### config.mk
export PLATFORM = sky130hd
export DESIGN_NAME = cache_fill_arbiter
export DESIGN_NICKNAME = d
export VERILOG_FILES = /design/src/rtl/cache_fill_arbiter.sv
export SDC_FILE = /design/constraint.sdc
export NUM_CORES = 1
export LEC_CHECK = 0
export ABC_AREA = 1
export CORE_MARGIN = 5
export CORE_UTILIZATION = 35
export CTS_CLUSTER_DIAMETER = 200
export CTS_CLUSTER_SIZE = 8
export DETAILED_ROUTE_END_ITERATION = 8
export PLACE_DENSITY = 0.94
export SLEW_MARGIN = 20
export SYNTH_ARGS = -nofsm -noshare
export SYNTH_HDL_FRONTEND = slang
export SYNTH_SLANG_ARGS = --single-unit
### constraint.sdc
create_clock -name clk -period 3.6 [get_ports clk]
set_input_delay 0.72 -clock clk [delete_from_list [all_inputs] [get_ports clk]]
set_output_delay 0.72 -clock clk [all_outputs]
set_load 0.1 [all_outputs]
### src/rtl/cache_fill_arbiter.sv
// Block-fill arbiter: grants one of N_REQ cache misses, streams BLOCK_WORDS
// pipelined reads to main memory and steers returned words to the granted cache.
module cache_fill_arbiter #(
  parameter int N_REQ       = 2,
  parameter int BLOCK_WORDS = 8,
  parameter int ADDR_W      = 16,
  parameter int DATA_W      = 16,
  parameter int RR_ARB      = 1
) (
  input  logic                      clk,
  input  logic                      rst,
  input  logic [N_REQ-1:0]          miss_req,
  input  logic [N_REQ*ADDR_W-1:0]   miss_addr,
  input  logic                      wt_req,
  input  logic [ADDR_W-1:0]         wt_addr,
  input  logic [DATA_W-1:0]         wt_data,
  output logic                      wt_ack,
  input  logic [DATA_W-1:0]         mem_data_out,
  input  logic                      mem_data_valid,
  output logic                      mem_en,
  output logic                      mem_wr,
  output logic [ADDR_W-1:0]         mem_addr,
  output logic [DATA_W-1:0]         mem_data_in,
  output logic                      busy,
  output logic [N_REQ-1:0]          grant,
  output logic [N_REQ-1:0]          stall,
  output logic [N_REQ-1:0]          write_data_array,
  output logic [N_REQ-1:0]          write_tag_array,
  output logic [$clog2(BLOCK_WORDS)-1:0] word_num,
  output logic [DATA_W-1:0]         fill_data
);

  localparam int WN_W  = $clog2(BLOCK_WORDS);
  localparam int CNT_W = WN_W + 1;
  localparam int OFS   = WN_W + 1;
  localparam int IDX_W = (N_REQ > 1) ? $clog2(N_REQ) : 1;
  localparam int unsigned NR = N_REQ;
  localparam logic [ADDR_W-1:0] BASE_MASK = ~ADDR_W'((1 << OFS) - 1);

  typedef enum logic {IDLE, FILL} state_t;

  state_t             state, state_next;
  logic [CNT_W-1:0]   issue_cnt;
  logic [WN_W-1:0]    recv_cnt;
  logic [IDX_W-1:0]   owner, ptr, winner;
  logic [ADDR_W-1:0]  base, base_next;
  logic               any_miss, start_fill, last_word, found;
  int unsigned        idx;

  assign stall      = miss_req;
  assign any_miss   = |miss_req;
  assign start_fill = (state == IDLE) && !wt_req && any_miss;
  assign last_word  = (state == FILL) && mem_data_valid &&
                      (recv_cnt == WN_W'(BLOCK_WORDS - 1));

  // Round-robin search starts one past the last owner, so the pointer
  // resetting to N_REQ-1 makes index 0 the first candidate.
  always_comb begin
    winner = '0;
    found  = 1'b0;
    idx    = 0;
    if (RR_ARB != 0) begin
      for (int unsigned off = 1; off <= NR; off++) begin
        idx = (32'(ptr) + off) % NR;
        if (!found && miss_req[idx]) begin
          winner = IDX_W'(idx);
          found  = 1'b1;
        end
      end
    end else begin
      for (int unsigned k = NR; k > 0; k--) begin
        if (miss_req[k-1]) winner = IDX_W'(k - 1);
      end
    end
  end

  assign base_next = miss_addr[winner*ADDR_W +: ADDR_W] & BASE_MASK;

  always_ff @(posedge clk or posedge rst) begin
    if (rst) state <= IDLE;
    else     state <= state_next;
  end

  always_comb begin
    state_next = state;
    case (state)
      IDLE: if (start_fill) state_next = FILL;
      FILL: if (last_word)  state_next = IDLE;
      default: state_next = IDLE;
    endcase
  end

  always_ff @(posedge clk or posedge rst) begin
    if (rst) begin
      issue_cnt <= '0;
      recv_cnt  <= '0;
      owner     <= '0;
      base      <= '0;
      ptr       <= IDX_W'(N_REQ - 1);
    end else if (start_fill) begin
      owner     <= winner;
      base      <= base_next;
      issue_cnt <= '0;
      recv_cnt  <= '0;
    end else if (state == FILL) begin
      if (issue_cnt < CNT_W'(BLOCK_WORDS)) issue_cnt <= issue_cnt + CNT_W'(1);
      if (mem_data_valid)                  recv_cnt  <= recv_cnt + WN_W'(1);
      if (last_word)                       ptr       <= owner;
    end
  end

  // Outputs are gated by rst so they clear asynchronously, even the
  // combinational store path in IDLE.
  always_comb begin
    wt_ack           = 1'b0;
    mem_en           = 1'b0;
    mem_wr           = 1'b0;
    mem_addr         = '0;
    mem_data_in      = '0;
    busy             = 1'b0;
    grant            = '0;
    write_data_array = '0;
    write_tag_array  = '0;
    word_num         = '0;
    fill_data        = '0;
    if (!rst) begin
      case (state)
        IDLE: begin
          if (wt_req) begin
            mem_en      = 1'b1;
            mem_wr      = 1'b1;
            mem_addr    = wt_addr;
            mem_data_in = wt_data;
            wt_ack      = 1'b1;
          end
        end
        FILL: begin
          busy         = 1'b1;
          grant[owner] = 1'b1;
          if (issue_cnt < CNT_W'(BLOCK_WORDS)) begin
            mem_en   = 1'b1;
            mem_addr = base + ADDR_W'({issue_cnt, 1'b0});
          end
          if (mem_data_valid) begin
            write_data_array[owner] = 1'b1;
            word_num                = recv_cnt;
            fill_data               = mem_data_out;
            if (last_word) write_tag_array[owner] = 1'b1;
          end
        end
        default: ;
      endcase
    end
  end

endmodule

==> results.txt, run 1 <==
Design Area, Final = 3740 sq um
largest area contributor in the netlist = dfrtp_1
IO Count = 149
Clock Skews = 0.00425 ns
Final period util = 87.8%
Syn Area/Cell = 5.98 sq um
Max Fanout on Critical Path = 19
Via density = 4.49
Max Cap Viol = 0
Slew headroom = 50.3%
TNS Setup = 0 ns
Resized Gates After CTS = 0
antenna-violating nets left = 0
fmax = 316 MHz
post-synthesis cell area = 1780 sq um
synth warn = 0
unrepaired setup endpoints after global routing = false
CTS buffer count = 3
CTS root buffer = clkbuf_8
Die Y = 81.4 microns
reg-to-reg startpoint = ptr$_DFFE_PP1P_
syn nets = 387
cts hold-fix bufs = 0
path depth of the worst reg2reg path = 5
first-pass GRT wire length = 9.96 mm
top cell type's share of synthesized area = 29.5%
Post-synth top cells = 120 x nand2_1, 51 x nor2_1, 45 x inv_1
via count = 2,244
Post-Synthesis Cells = 298
Post-layout nets = 520
final wirelength = 6.46 mm
Register-to-Register Setup Slack = 2.00 ns
Die Span X = 81.4 microns
critical path type = input port to output port
Reg clk slew, reported paths = 0.07 ns
Congestion Overflow GR = 0
pin count of the biggest net entering global routing = 26
Synth-to-Final Area Change = 110%
worst-margin pin slew = 0.745 ns
Fill cells = 346
Tot Pwr = 2.45 mW
Post-CTS Repair Setup Buffers = 0
fraction of layout cells with a size suffix above 1 = 19.1%
ranking of synthesized cells by area = dfrtp_1 29%, nand2_1 25%, nor2_1 11%
Reg-to-Reg End = base[14]$_DFFE_PP0P_
# clock sinks = 22
Initial Util = 35.6%
static leakage = 1.84 nW
Global Route Usage Sum = 18.8%
ANT cells = 0
Seq cells post-synth = 22
Power Density = 654 nW/um^2
Final Hold Vio Count = 0
min-delay src = ptr$_DFFE_PP1P_
FFs w/ async S/R, synth = 100%
Die ar. = 6620 sq um
final setup violating endpoints = 0
Worst Hold Path Cells = 2
Worst-Skew Late Latency = 0.25 ns
Setup crit start kind = input port
clk buf depth = 2
DRT iter0 DRCs = 49
Worst setup EP type = output port
Worst Path Arrival = 2.44 ns
Peak VDD IR = 0.420 mV
TritonCTS clock tree = done
Std-Cell Rows = 26
Worst Hold Path EP = ptr$_DFFE_PP1P_
Worst Hold Class = flop to flop
count leader, synth = nand2_1
DRC Markers = 0
post-layout minimum cycle time = 3.16 ns
Post-synth EDFFs = 0
initial antenna violation count = 0
DRT Pass-1 Iters = 4
status = complete, no violations
floorplan core area = 5010 sq um
Non-Filler Instances = 500
post-detail-place hpwl = 5.65 mm
predominant post-synthesis flop cell = dfrtp_1
Avg WL per Cell = 12.9 microns
Final GP Congestion = 0.786
DP Area = 3700 sq um
worst endpoint required time = 2.88 ns
dpl cells = 496
post-layout util = 74.8%
vias in the first global route = 2,178
Buffers on Ports = 140
post-synth cell types = 23
# H-tree levels = 1
sequential fraction of the synthesis area = 31.0%
Slew Viols, Final = 0
state kept, by name, summed over array words and instances (netlist names):
register   cells
base          12
issue_cnt      4
recv_cnt       3
owner          1
ptr            1
state          1
through the flow:
step | worst slack [ns] | hold slack, ns
3_3_place_gp | 0.430 | 0.451
2_1_floorplan | -0.409 | 0.442
5_1_grt | 0.290 | 0.510
4_1_cts | 0.412 | 0.489
3_5_place_dp | 0.412 | 0.481
6_report | 0.439 | 0.488
worst max-delay path, cell delays in order:
cell and delay (ns):
clkdlybuf4s50_1 0.55, inv_2 0.26, nand3_4 0.26, inv_6 0.22
nand2_1 0.06, o21ai_0 0.14, buf_12 0.22
layout make-up:
cell class / instances / area, sq um / share of cell area [%]
clock buffers: 4 / 45.0 / 1.20
multi-input cells: 210 / 926 / 24.7
well taps: 70 / 87.6 / 2.34
flip-flops and latches: 22 / 552 / 14.7
inverters: 52 / 200 / 5.35
repair buffers: 142 / 1930 / 51.7
metal layers:
layer  vias to the layer above  track usage [%]  wire (microns)
li1                       1154                -               -
met1                       993             22.6            2620
met3                         4             3.10             539
met4                         0             2.36              17
met2                        93             35.4            3280
met5                         -                0               0
cell families after synthesis:
kind of cell	after synthesis	synth area share, %
simple gates	182	40.3
buf+inv	66	17.3
compound gates	25	9.27
flops	22	31.0
fa+ha+maj	3	2.11
cell usage in the layout, fill, tap and decap left out, types with 6 or more instances in the layout:
cell type	instances
nand2_1	120
clkdlybuf4s50_1	77
buf_12	54
nor2_1	51
inv_1	45
dfrtp_1	21
o211ai_1	14
buf_4	11
inv_2	6
power by group:
group / leakage [nW] / internal [mW] / total (mW) / switching, mW
clock network: 0.0228 / 0.0786 / 0.151 / 0.0723
registers: 0.267 / 0.371 / 0.486 / 0.115
logic: 1.55 / 0.591 / 1.81 / 1.22
total: 1.84 / 1.04 / 2.45 / 1.41
how the worst max path moves through the flow:
stage | start | to | depth (start not counted)
floorplan | rst | mem_addr[3] | 3
finish | rst | mem_addr[5] | 7
global route | rst | mem_addr[3] | 7
detailed placement | rst | mem_addr[5] | 7
global placement | rst | mem_addr[3] | 7
CTS | rst | mem_addr[5] | 7
Note: power is estimated with default switching activity, not from simulation.
==> run 2, diff against run 1 <==
- CTS_CLUSTER_DIAMETER: 200 -> unset
==> results of run 2 <==
Final layout, timing and power as in run 1 (identical DEF).
